<file path="src/rtl/ps2_tx_pkg.sv">
// Shared types and default timing constants for the PS/2 host-to-device transmitter.
package ps2_tx_pkg;

  typedef enum logic [2:0] {
    S_IDLE,
    S_INHIBIT,
    S_REQUEST,
    S_SHIFT,
    S_ACK,
    S_WAIT_RELEASE,
    S_DONE
  } tx_state_e;

  localparam int DEFAULT_INHIBIT_COUNT = 5000;    // 100 us at 50 MHz
  localparam int DEFAULT_TIMEOUT_COUNT = 750000;  // 15 ms at 50 MHz
  localparam int TIMEOUT_W             = 20;

endpackage

</file>
<file path="src/rtl/ps2_line_sync.sv">
// Brings the raw PS/2 clock and data lines into the Clock_50 domain and flags
// falling edges of the synchronized PS/2 clock.
module ps2_line_sync (
  input  logic Clock_50,
  input  logic Reset,
  input  logic PS2_clock_i,
  input  logic PS2_data_i,
  output logic clock_sync,
  output logic data_sync,
  output logic clock_fall
);

  logic [1:0] clock_ff;
  logic [1:0] data_ff;
  logic       clock_prev;

  // Flops clear to 0, so an idle-high line right after reset cannot look like a fall.
  always_ff @(posedge Clock_50 or posedge Reset) begin
    if (Reset) begin
      clock_ff   <= 2'b00;
      data_ff    <= 2'b00;
      clock_prev <= 1'b0;
    end else begin
      clock_ff   <= {clock_ff[0], PS2_clock_i};
      data_ff    <= {data_ff[0], PS2_data_i};
      clock_prev <= clock_ff[1];
    end
  end

  assign clock_sync = clock_ff[1];
  assign data_sync  = data_ff[1];
  assign clock_fall = clock_prev & ~clock_ff[1];

endmodule

</file>
<file path="src/rtl/ps2_transmitter.sv">
// PS/2 host-to-device command transmitter: inhibits the clock, requests to send,
// shifts out data/parity/stop on device clock falls and checks the device ACK.
//
// state          | meaning
// S_IDLE         | lines released, waiting for PS2_tx_start
// S_INHIBIT      | clock held low for INHIBIT_COUNT cycles, start bit in last cycle
// S_REQUEST      | clock released, start bit driven, waiting for first device fall
// S_SHIFT        | each device fall drives the next data/parity/stop bit
// S_ACK          | next device fall samples the ACK bit
// S_WAIT_RELEASE | waiting for device to release clock and data
// S_DONE         | one-cycle done pulse, busy cleared
module ps2_transmitter
  import ps2_tx_pkg::*;
#(
  parameter int INHIBIT_COUNT = DEFAULT_INHIBIT_COUNT,
  parameter int TIMEOUT_COUNT = DEFAULT_TIMEOUT_COUNT
) (
  input  logic       Clock_50,
  input  logic       Reset,
  input  logic       PS2_tx_start,
  input  logic [7:0] PS2_tx_data,
  input  logic       PS2_clock_i,
  input  logic       PS2_data_i,
  output logic       PS2_clock_oe,
  output logic       PS2_data_oe,
  output logic       PS2_tx_busy,
  output logic       PS2_tx_done,
  output logic       PS2_tx_error
);

  localparam int INH_W = (INHIBIT_COUNT > 1) ? $clog2(INHIBIT_COUNT) : 1;
  localparam logic [INH_W-1:0]     INH_LOAD = INH_W'(INHIBIT_COUNT - 1);
  localparam logic [TIMEOUT_W-1:0] TO_LIMIT = TIMEOUT_W'(TIMEOUT_COUNT);

  tx_state_e            state;
  logic [7:0]           shift_reg;
  logic                 parity_bit;
  logic [3:0]           bit_count;
  logic [INH_W-1:0]     inh_cnt;
  logic [TIMEOUT_W-1:0] to_cnt;
  logic                 clock_sync;
  logic                 data_sync;
  logic                 clock_fall;
  logic                 timed_out;

  ps2_line_sync u_line_sync (
    .Clock_50    (Clock_50),
    .Reset       (Reset),
    .PS2_clock_i (PS2_clock_i),
    .PS2_data_i  (PS2_data_i),
    .clock_sync  (clock_sync),
    .data_sync   (data_sync),
    .clock_fall  (clock_fall)
  );

  assign timed_out = (to_cnt == TO_LIMIT);

  always_ff @(posedge Clock_50 or posedge Reset) begin
    if (Reset) begin
      state        <= S_IDLE;
      shift_reg    <= 8'h00;
      parity_bit   <= 1'b0;
      bit_count    <= 4'd0;
      inh_cnt      <= '0;
      to_cnt       <= '0;
      PS2_clock_oe <= 1'b0;
      PS2_data_oe  <= 1'b0;
      PS2_tx_busy  <= 1'b0;
      PS2_tx_done  <= 1'b0;
      PS2_tx_error <= 1'b0;
    end else begin
      PS2_tx_done <= 1'b0;
      // Later assignments on state changes override this and restart the count.
      to_cnt <= clock_fall ? '0 : to_cnt + 1'b1;

      case (state)
        S_IDLE: begin
          if (PS2_tx_start) begin
            shift_reg    <= PS2_tx_data;
            parity_bit   <= ~^PS2_tx_data;
            PS2_tx_error <= 1'b0;
            PS2_tx_busy  <= 1'b1;
            PS2_clock_oe <= 1'b1;
            inh_cnt      <= INH_LOAD;
            to_cnt       <= '0;
            state        <= S_INHIBIT;
          end
        end

        S_INHIBIT: begin
          if (inh_cnt <= INH_W'(1)) PS2_data_oe <= 1'b1;
          if (inh_cnt == '0) begin
            PS2_clock_oe <= 1'b0;
            to_cnt       <= '0;
            state        <= S_REQUEST;
          end else begin
            inh_cnt <= inh_cnt - 1'b1;
          end
        end

        // The fall leaving S_REQUEST is frame edge 1 and already drives data bit 0.
        S_REQUEST: begin
          if (timed_out) begin
            PS2_clock_oe <= 1'b0;
            PS2_data_oe  <= 1'b0;
            PS2_tx_error <= 1'b1;
            to_cnt       <= '0;
            state        <= S_DONE;
          end else if (clock_fall) begin
            PS2_data_oe <= ~shift_reg[0];
            shift_reg   <= {1'b0, shift_reg[7:1]};
            bit_count   <= 4'd0;
            to_cnt      <= '0;
            state       <= S_SHIFT;
          end
        end

        S_SHIFT: begin
          if (timed_out) begin
            PS2_clock_oe <= 1'b0;
            PS2_data_oe  <= 1'b0;
            PS2_tx_error <= 1'b1;
            to_cnt       <= '0;
            state        <= S_DONE;
          end else if (clock_fall) begin
            bit_count <= bit_count + 4'd1;
            if (bit_count < 4'd7) begin
              PS2_data_oe <= ~shift_reg[0];
              shift_reg   <= {1'b0, shift_reg[7:1]};
            end else if (bit_count == 4'd7) begin
              PS2_data_oe <= ~parity_bit;
            end else begin
              PS2_data_oe <= 1'b0;
              to_cnt      <= '0;
              state       <= S_ACK;
            end
          end
        end

        S_ACK: begin
          if (timed_out) begin
            PS2_clock_oe <= 1'b0;
            PS2_data_oe  <= 1'b0;
            PS2_tx_error <= 1'b1;
            to_cnt       <= '0;
            state        <= S_DONE;
          end else if (clock_fall) begin
            if (data_sync) PS2_tx_error <= 1'b1;
            to_cnt <= '0;
            state  <= S_WAIT_RELEASE;
          end
        end

        S_WAIT_RELEASE: begin
          if (timed_out) begin
            PS2_clock_oe <= 1'b0;
            PS2_data_oe  <= 1'b0;
            PS2_tx_error <= 1'b1;
            to_cnt       <= '0;
            state        <= S_DONE;
          end else if (clock_sync && data_sync) begin
            to_cnt <= '0;
            state  <= S_DONE;
          end
        end

        S_DONE: begin
          PS2_tx_done <= 1'b1;
          PS2_tx_busy <= 1'b0;
          to_cnt      <= '0;
          state       <= S_IDLE;
        end

        default: state <= S_IDLE;
      endcase
    end
  end

endmodule

</file>
<file path="config.mk">
export PLATFORM = sky130hd
export DESIGN_NAME = ps2_transmitter
export DESIGN_NICKNAME = d
export VERILOG_FILES = /design/src/rtl/ps2_tx_pkg.sv /design/src/rtl/ps2_line_sync.sv /design/src/rtl/ps2_transmitter.sv
export SDC_FILE = /design/constraint.sdc
export NUM_CORES = 1
export LEC_CHECK = 0
export BUFFER_PORTS_ARGS = -buffer_cell sky130_fd_sc_hd__buf_2
export CORE_MARGIN = 2
export CORE_UTILIZATION = 50
export DETAILED_ROUTE_END_ITERATION = 8
export PLACE_DENSITY_LB_ADDON = 0.12
export SLEW_MARGIN = 20
export SYNTH_ARGS = -nofsm -noshare
export SYNTH_HDL_FRONTEND = slang
export SYNTH_SLANG_ARGS = --single-unit
</file>
<file path="constraint.sdc">
create_clock -name Clock_50 -period 2.75 [get_ports Clock_50]
set_clock_uncertainty 0.15 [all_clocks]
set_input_delay 0.275 -clock Clock_50 [delete_from_list [all_inputs] [get_ports Clock_50]]
set_output_delay 0.275 -clock Clock_50 [all_outputs]
set_load 0.01 [all_outputs]
</file>
==> results.md, run 1 <==
Run status:
- The flow ran to the end, and the final reports show no timing, DRC or antenna violations.

Global route:
- The wire length of the first global-routing pass is 12430 um.
- The via count of the first global-routing pass was 2628.
- The initial antenna violation count came to 0.
- Global routing finished with a remaining overflow of 0.
- The aggregate global-route resource usage is 21.06%.
- The pin count of the biggest net entering global routing is 60.

Min path:
- The path with the worst hold slack has its endpoint at shift_reg[0].
- The depth of the worst hold-timing path is 3.
- The classification of the worst-slack hold path is input port to register.
- The worst hold path begins at PS2_tx_data[0].

Synth:
- The simple logic cell fraction of the synthesized area is approximately 17%.
- The number of flops mapped to enable cells by yosys is 0.
- The Yosys step of the flow raised 0 warnings.
- By instance count, the leading cell after synthesis is sky130_fd_sc_hd__dfrtp_1.
- Synthesis produced a netlist whose cell count is 341.
- The fraction of registers with async set or reset after synthesis is between 90% and 100%.
- The synthesized netlist occupies a cell area of 0.003352 mm^2.
- The share of Yosys cell area claimed by the top area cell type is 44.05%.
- Dividing the synthesized area by the synthesized cell count gives 9.830 um^2.
- The sequential share of the synthesized area is 44.05%.
- The prevailing post-synth register cell is sky130_fd_sc_hd__dfrtp_1.
- Counting instances in the post-synthesis netlist gives the leading cell types as sky130_fd_sc_hd__dfrtp_1, sky130_fd_sc_hd__nor2_1, sky130_fd_sc_hd__nand2_1, sky130_fd_sc_hd__xnor2_1, sky130_fd_sc_hd__a211oi_1.
- Measured against the total synthesized area, the mux share comes to 7.130%.
- The adder-cell area share of the yosys netlist is 3.733%.
- The synthesized-area fraction occupied by xor and xnor cells is between 8 and 9%.
- Yosys attributes the largest share of cell area to sky130_fd_sc_hd__dfrtp_1, sky130_fd_sc_hd__xnor2_1, sky130_fd_sc_hd__a211oi_1.
- The number of nets handed over by synthesis was 364.
- The combinational family with the most area after synthesis is simple AND/OR/NAND/NOR gates.
- The synthesized design contains 59 register bits.
- The synthesized design spends more area on one cell type than any other, namely sky130_fd_sc_hd__dfrtp_1.
- The synthesized netlist devotes roughly 15% of its cell area to compound gates.
- After synthesis, the netlist uses 49 different library cells.

Die:
- After floorplanning, the core was divided into 29 placement rows.
- The floorplan step set the die height to 85.88 um.
- Once the floorplan was initialized, standard cells occupied 52.19% of the core.
- The overall die width is 85.88 um.
- The number of top-level pins is 18.
- The floorplan step defined a die boundary enclosing 0.007375 mm^2.
- The total area inside the core boundary comes to 0.006422 mm^2.

STA:
- The clock period minus final worst setup slack is around 2600 ps.
- The worst setup slack after layout is 113.0 ps.
- In the final timing run, aggregate negative setup slack is 0 ps.
- Setup violations remaining at the end of the flow were counted as 0.
- For this run, the top clock speed supported by timing is 0.3792 GHz.
- The number of pins exceeding their max-slew limit in the final report is 0.
- The actual transition at the worst max-transition pin is 506.1 ps.
- The final clock period utilization by the worst path is 95.89%.
- Setup repair after global routing left no endpoint under its margin.
- The count of final hold-check violations is 0.
- The worst relative slew slack is 66.17%.
- Across all hold checks on the routed design, the worst slack comes to 109.1 ps.

Finish:
- The number of fillers in the final layout is 554.
- The total inserted antenna cells is 0.
- The synthesis-to-layout area growth is 14.26%.
- The utilization after layout is 59.63%.
- The share of final-layout standard cells stronger than drive strength 1 is 18.73%.
- The post-layout net count is about 400.
- The register with the most flip-flops in the layout has 20 of them.

Critical path:
- Of all nets on the critical path, the largest fanout is 8.
- In this run the critical register-to-register path is launched from to_cnt[0].
- The worst register-to-register path has a depth of 8.
- The capturing element type of the critical path is a register.
- STA puts the critical path data required time at approximately 2800 ps.
- The startpoint class of the critical path is a register.
- The worst endpoint data arrival time is 2700 ps.
- The endpoint of the worst-slack reg-to-reg timing path is shift_reg[1].
- The critical path class is register to register.
- The setup slack of the worst register-to-register path is 110 ps.

Clocking:
- In this run the deepest clock path goes through 2 buffers.
- Buffers inserted during clock tree synthesis total 9.
- The tree built by TritonCTS fans out to 59 sinks.
- The register clock-pin slew on the reported worst setup and hold paths is about 60 ps.
- The root buffer cell is sky130_fd_sc_hd__clkbuf_8.
- The clock network latency to the later pin of the worst-skew pair is around 340 ps.
- The depth of the CTS H-tree is 3.
- The clock tree from TritonCTS is yes.

Drt:
- Once detail routing completed, the nets flagged for antenna violations numbered 0.
- The detailed router's first-iteration violation count is 88.
- Summed over all layers, the routed wires come to 7012 um.
- The pre-antenna-repair detailed-routing pass consisted of 4 iterations.
- In the routed design, unresolved DRC markers number 0.
- In the routed layout, each cell is associated on average with a via count of between 5 and 6.
- The post-detailed-route wirelength per cell is around 15 um.
- The overall via count from detail_route is 2561.

Placement:
- Routability-driven placement finished with a final weighted congestion of just over 0.8.
- The worst setup slack before clock tree synthesis is 29.53 ps.
- Summed over all nets, the half-perimeter wirelength after detailed placement is 4745 um.
- The number of port buffers is 17.

Power and ir drop:
- The clock network is responsible for 20.4% of the overall power.
- In this run the power spent charging and discharging nets is about 1.3 mW.
- The fraction of power spent switching nets is a little under two fifths.
- The maximum VDD drop is 598.4 uV.
- Of the total power, combinational logic draws 44.2%.
- The part of the power in registers is 35.4%.
- The leakage power is around 1.6 nW.
- The internal power summed over all cells is 2.124 mW.
- In this run the power density over the cells is between 800 and 900 mW/mm^2.

Flow run:
- The reported max-cap violation count is 0.
-- critical path, cell delays in order (launching register included) --
cell and delay (ps):
sky130_fd_sc_hd__dfrtp_1 420, sky130_fd_sc_hd__inv_1 70, sky130_fd_sc_hd__ha_1 140, sky130_fd_sc_hd__or3b_2 470, sky130_fd_sc_hd__nor4_4 270, sky130_fd_sc_hd__buf_6 170
sky130_fd_sc_hd__a21oi_2 110, sky130_fd_sc_hd__o221ai_4 340, sky130_fd_sc_hd__mux2_2 380
-- power by group through the flow --
stage | registers (mW) | logic, mW | clock network [mW]
after floorplan | 1.19 | 1.11 | 0
after global placement | 1.22 | 1.45 | 0
after detailed placement | 1.23 | 1.46 | 0
after CTS | 1.21 | 1.48 | 0.726
after global routing | 1.24 | 1.69 | 0.754
final | 1.22 | 1.52 | 0.702
-- worst max-delay path by stage --
stage                     startpoint      endpoint  depth (start not counted)  slack [ps]
after floorplan            to_cnt[9]  shift_reg[1]                          5         290
after global placement     to_cnt[0]  shift_reg[4]                          7         140
after detailed placement   to_cnt[0]  shift_reg[4]                          7          30
after CTS                  to_cnt[0]  shift_reg[1]                          7          10
after global routing       to_cnt[0]  shift_reg[2]                          8          10
final                      to_cnt[0]  shift_reg[1]                          8         110
-- cells by family (layout without fill, tap and decap cells) --
family,Yosys count,count (layout)
multiplexers,22,22
buffers and inverters,35,73
AND/OR/NAND/NOR,113,113
AO/OA/AOI/OAI,68,68
flip-flops,59,59
XOR/XNOR,34,34
adder cells (fa/ha/maj),10,10
-- layer usage --
| metal | up-vias | track usage (%) | routed length [um] |
|---|---|---|---|
| met5 | - | 0 | 0 |
| met4 | 0 | 9.235 | 137 |
| met2 | 31 | 34.53 | 3287 |
| met3 | 14 | 3.369 | 156 |
| li1 | 1282 | - | - |
| met1 | 1234 | 27.58 | 3430 |
-- stage by stage --
step,instances,power [mW],instance area (um^2)
finish,456,3.439,3830
global route,456,3.685,3830
detailed placement,431,2.693,3578
floorplan,341,2.302,3352
global placement,431,2.664,3578
CTS,450,3.416,3781
-- placed cells by master, fill, tap and decap left out, drive strengths merged, types with 2 or more instances in the layout --
cell type,n
o21a,2
o221ai,3
nand4,4
and2,2
a22oi,2
ha,10
dfrtp,59
nand3,11
a211oi,21
a21oi,14
nor3,13
nand2,25
o21ai,6
nor2,29
mux2,15
buf,35
a31o,2
nand2b,8
mux2i,7
nor4,4
dlygate4sd3,3
o31ai,3
a21o,2
xor2,11
or4b,2
xnor2,23
or3,7
clkinv,3
o2111ai,2
nor2b,2
a211o,5
clkbuf,14
inv,18
-- repair_timing --
item	in CTS	in global routing
buffers inserted	0	6
endpoints found under the hold margin	61	0
endpoints found under the setup margin	0	31
gates resized for setup	0	1
hold buffers	3	0
-- area by class of cell --
class	count	area [um^2]	area share (%)
Clock buffer	14	162.7	4.247
Clock inverter	2	10.01	0.2614
Inverter	19	71.32	1.862
Multi-Input combinational cell	247	1747	45.61
Sequential cell	59	1476	38.55
Tap cell	77	96.34	2.516
Timing Repair Buffer	38	266.5	6.959
Note: power is estimated with default switching activity, not from simulation.
==> inputs of run 2 (changes only) <==
Settings changed: CELL_PAD_IN_SITES_DETAIL_PLACEMENT set to 2, CELL_PAD_IN_SITES_GLOBAL_PLACEMENT set to 2, CORE_UTILIZATION 50 to 40.
==> run 2 against run 1 <==
Compared with the run above: the run now ends with hold timing left; via count increased by 4.7%; sequential share of layout area decreased by 0.24 points; cell count increased by 5.5%; sequential power about the same; core utilization decreased by 12 points; register-to-register slack improved by 80 ps; combinational power increased by 6%.
==> results.md, run 2 (same netlist as run 1, synthesis figures left out) <==
STA:
- The count of final hold-check violations came to 13 (+13).
- The final clock period utilization by the worst path is 92.85% (-3.0 points).
- The worst relative slew slack is 35.44% (-31 points).
- The sum of negative setup slack is 0 ps (unchanged).
- The worst setup slack after layout was 196.6 ps (+83.61 ps).
- The number of pins exceeding their max-slew limit in the final report is 0 (unchanged).
- The clock period minus final worst setup slack is 2553 ps (-83.61 ps).
- The actual transition at the worst max-transition pin is 967.0 ps (+461.0 ps).
- The worst slack on hold paths is -4.955 ps (-114.1 ps).
- Setup repair after global routing left no endpoint under its margin.
- The upper clock frequency limit came to 0.3916 GHz (+3.3%).
- The setup-violating endpoint count in the final report is 0 (unchanged).

Power and ir drop:
- The internal power summed over all cells is 2.170 mW (+2.2%).
- The combinational cell fraction of total power is 44.1% (about the same).
- The total power density per cell area is 949.3 mW/mm^2 (+5.7%).
- The maximum VDD drop came to 421.7 uV (-30%).
- The total power consumption of the routed design is 3.658 mW (+6.4%).
- The switching component of the power is 1.489 mW (+13%).
- The fraction of power spent switching nets is 40.69% (+2.5 points).
- The part of the power in registers came to 33.2% (-2.2 points).
- The leakage power is 1.558 nW (-1.3%).
- The portion of total power attributed to the clock network was 22.7% (+2.3 points).

Die:
- The number of top-level pins is 18 (unchanged).
- The starting density of the core was 41.00% (-11 points).
- The overall die width is 95.54 um (+11%).
- The total die area is 0.009128 mm^2 (+24%).
- The core region area is 0.008175 mm^2 (+27%).
- The number of standard-cell rows in the floorplan is 33 (+14%).
- The chip height came to 95.54 um (+11%).

Finish:
- The post-layout instance area is 0.003854 mm^2 (+0.62%).
- The synthesis-to-layout area growth is 14.97%.
- The flip-flop and latch area came to 0.001476 mm^2 (unchanged).
- The utilization after layout is 47.14% (-12 points).
- The post-layout net count is 394 (-0.76%).
- The share of final-layout standard cells stronger than drive strength 1 is 19.15% (+0.42 points).
- The most common library cell in the layout ignoring fill and taps is sky130_fd_sc_hd__dfrtp_1.
- In the layout the commonest cells are sky130_fd_sc_hd__dfrtp_1, sky130_fd_sc_hd__nor2_1, sky130_fd_sc_hd__nand2_1.
- The number of fillers in the final layout was 868 (+57%).
- The area taken by multi-input logic gates is 0.001747 mm^2 (unchanged).
- The total inserted antenna cells came to 0 (unchanged).
- The number of flip-flops under the largest register name is 20 (unchanged).
- The final instance count without filler cells is 481 (+5.5%).

Drt:
- The overall via count from detail_route is 2681 (+4.7%).
- The total wire length after detailed routing is 9517 um (+36%).
- The post-detailed-route wirelength per cell came to 19.79 um (+29%).
- The detailed router's first-iteration violation count is 42 (-52%).
- The remaining number of nets flagged by the antenna check after routing is 0 (unchanged).
- The wire length on met2 came to 4940 um (+50%).
- The average vias per placed instance is 5.574 (-0.76%).
- The number of search-and-repair iterations in the first detailed-routing pass came to 4 (unchanged).
- The number of design rule violations left after detail routing was 0 (unchanged).
- The post-route met1 wirelength came to 4173 um (+22%).
- The amount of wire on met3 after detailed routing is 200 um (+28%).
- The highest metal layer carrying signal wires in the routed design is met4.

Critical path:
- The worst endpoint data arrival time is 2620 ps (-80 ps).
- The worst setup path is launched from a register.
- The setup slack of the worst register-to-register path is 200 ps (+80 ps).
- The depth of the most critical reg-to-reg path is 9 (+1).
- The critical path is of the register to register type.
- In this run the critical register-to-register path is launched from to_cnt[0].
- The critical path data required time was 2810 ps (about the same).
- The peak fanout along the critical path is 20 (+12).
- In this run the critical register-to-register path is captured at to_cnt[15].
- STA classifies the critical path endpoint as a register.

Clocking:
- The maximum root-to-sink buffer count came to 2 (unchanged).
- The register clock-pin slew on the reported worst setup and hold paths is 80 ps (+20 ps).
- The number of buffers inserted by post-CTS setup repair was 0 (unchanged).
- The clock buffer count from CTS is 9 (unchanged).
- CTS placed an instance of sky130_fd_sc_hd__clkbuf_8 at the clock tree root.
- The CTS sink count is 59 (unchanged).
- The number of gates given a new drive strength after cts was 0 (unchanged).
- The number of hold buffers added after cts is 2 (-1).
- TritonCTS built the clock tree.
- The clock network latency to the later pin of the worst-skew pair is 350 ps (about the same).
- The depth of the CTS H-tree is 3 (unchanged).

Global route:
- The initial antenna violation count came to 0 (unchanged).
- The aggregate global-route resource usage was 22.93% (+1.9 points).
- The via count of the first global-routing pass is 3025 (+15%).
- The pin count of the biggest net entering global routing is 44 (-27%).
- The total global routing overflow came to 0 (unchanged).
- The wire length of the first global-routing pass came to 15840 um (+27%).

Run status:
- The run finished, with violations left.
- The checks that failed: hold timing.

Placement:
- The area of placed instances is 0.003631 mm^2 (+1.5%).
- The number of port buffers was 17 (unchanged).
- The half-perimeter wire length of the detailed placement result came to 6609 um (+39%).
- The number of cells in the design after placement is 463 (+7.4%).
- The worst setup slack before clock tree synthesis is 189.6 ps (+160.1 ps).
- The global placement routability congestion is 0.7798 (-5.8%).

Flow run:
- The reported max-cap violation count came to 0 (unchanged).

Min path:
- The worst hold path belongs to the class input port to asynchronous set/reset pin.
## run 2: layout make-up
| class | instances | share of cell area, % |
|---|---|---|
| Clock buffer | 10 | 3.571 |
| Clock inverter | 6 | 1.688 |
| Inverter | 19 | 1.851 |
| Multi-Input combinational cell | 247 | 45.32 |
| Sequential cell | 59 | 38.31 |
| Tap cell | 105 | 3.409 |
| Timing Repair Buffer | 35 | 5.844 |
## run 2: per-layer routing
metal | track usage [%] | vias up
li1 | - | 1264
met1 | 27.57 | 1373
met2 | 40.56 | 27
met3 | 4.111 | 17
met4 | 8.690 | 0
met5 | 0 | -
## run 2: worst max path at each step
stage / startpoint / to / slack, ps / cells past startpoint
after global routing: to_cnt[0] / to_cnt[2] / 60 / 9
after detailed placement: to_cnt[0] / to_cnt[3] / 190 / 9
after floorplan: to_cnt[9] / shift_reg[1] / 290 / 5
after CTS: to_cnt[0] / to_cnt[15] / 170 / 9
final: to_cnt[0] / to_cnt[15] / 200 / 9
after global placement: to_cnt[6] / shift_reg[6] / 290 / 5
## run 2: worst max-delay path, stage by stage, from the launching register on
cell and delay (ps):
sky130_fd_sc_hd__dfrtp_1 420, sky130_fd_sc_hd__inv_1 80, sky130_fd_sc_hd__ha_1 150, sky130_fd_sc_hd__or3b_2 470, sky130_fd_sc_hd__nor4_4 180, sky130_fd_sc_hd__buf_4 190
sky130_fd_sc_hd__a21oi_1 80, sky130_fd_sc_hd__o32ai_2 270, sky130_fd_sc_hd__buf_4 300, sky130_fd_sc_hd__a211oi_1 120
## run 2: power by group through the flow
stage	registers [mW]	logic, mW	clock network (mW)
final	1.22	1.61	0.829
after global routing	1.24	1.78	0.882
after CTS	1.22	1.63	0.847
after detailed placement	1.23	1.60	0
after global placement	1.22	1.52	0
after floorplan	1.19	1.11	0
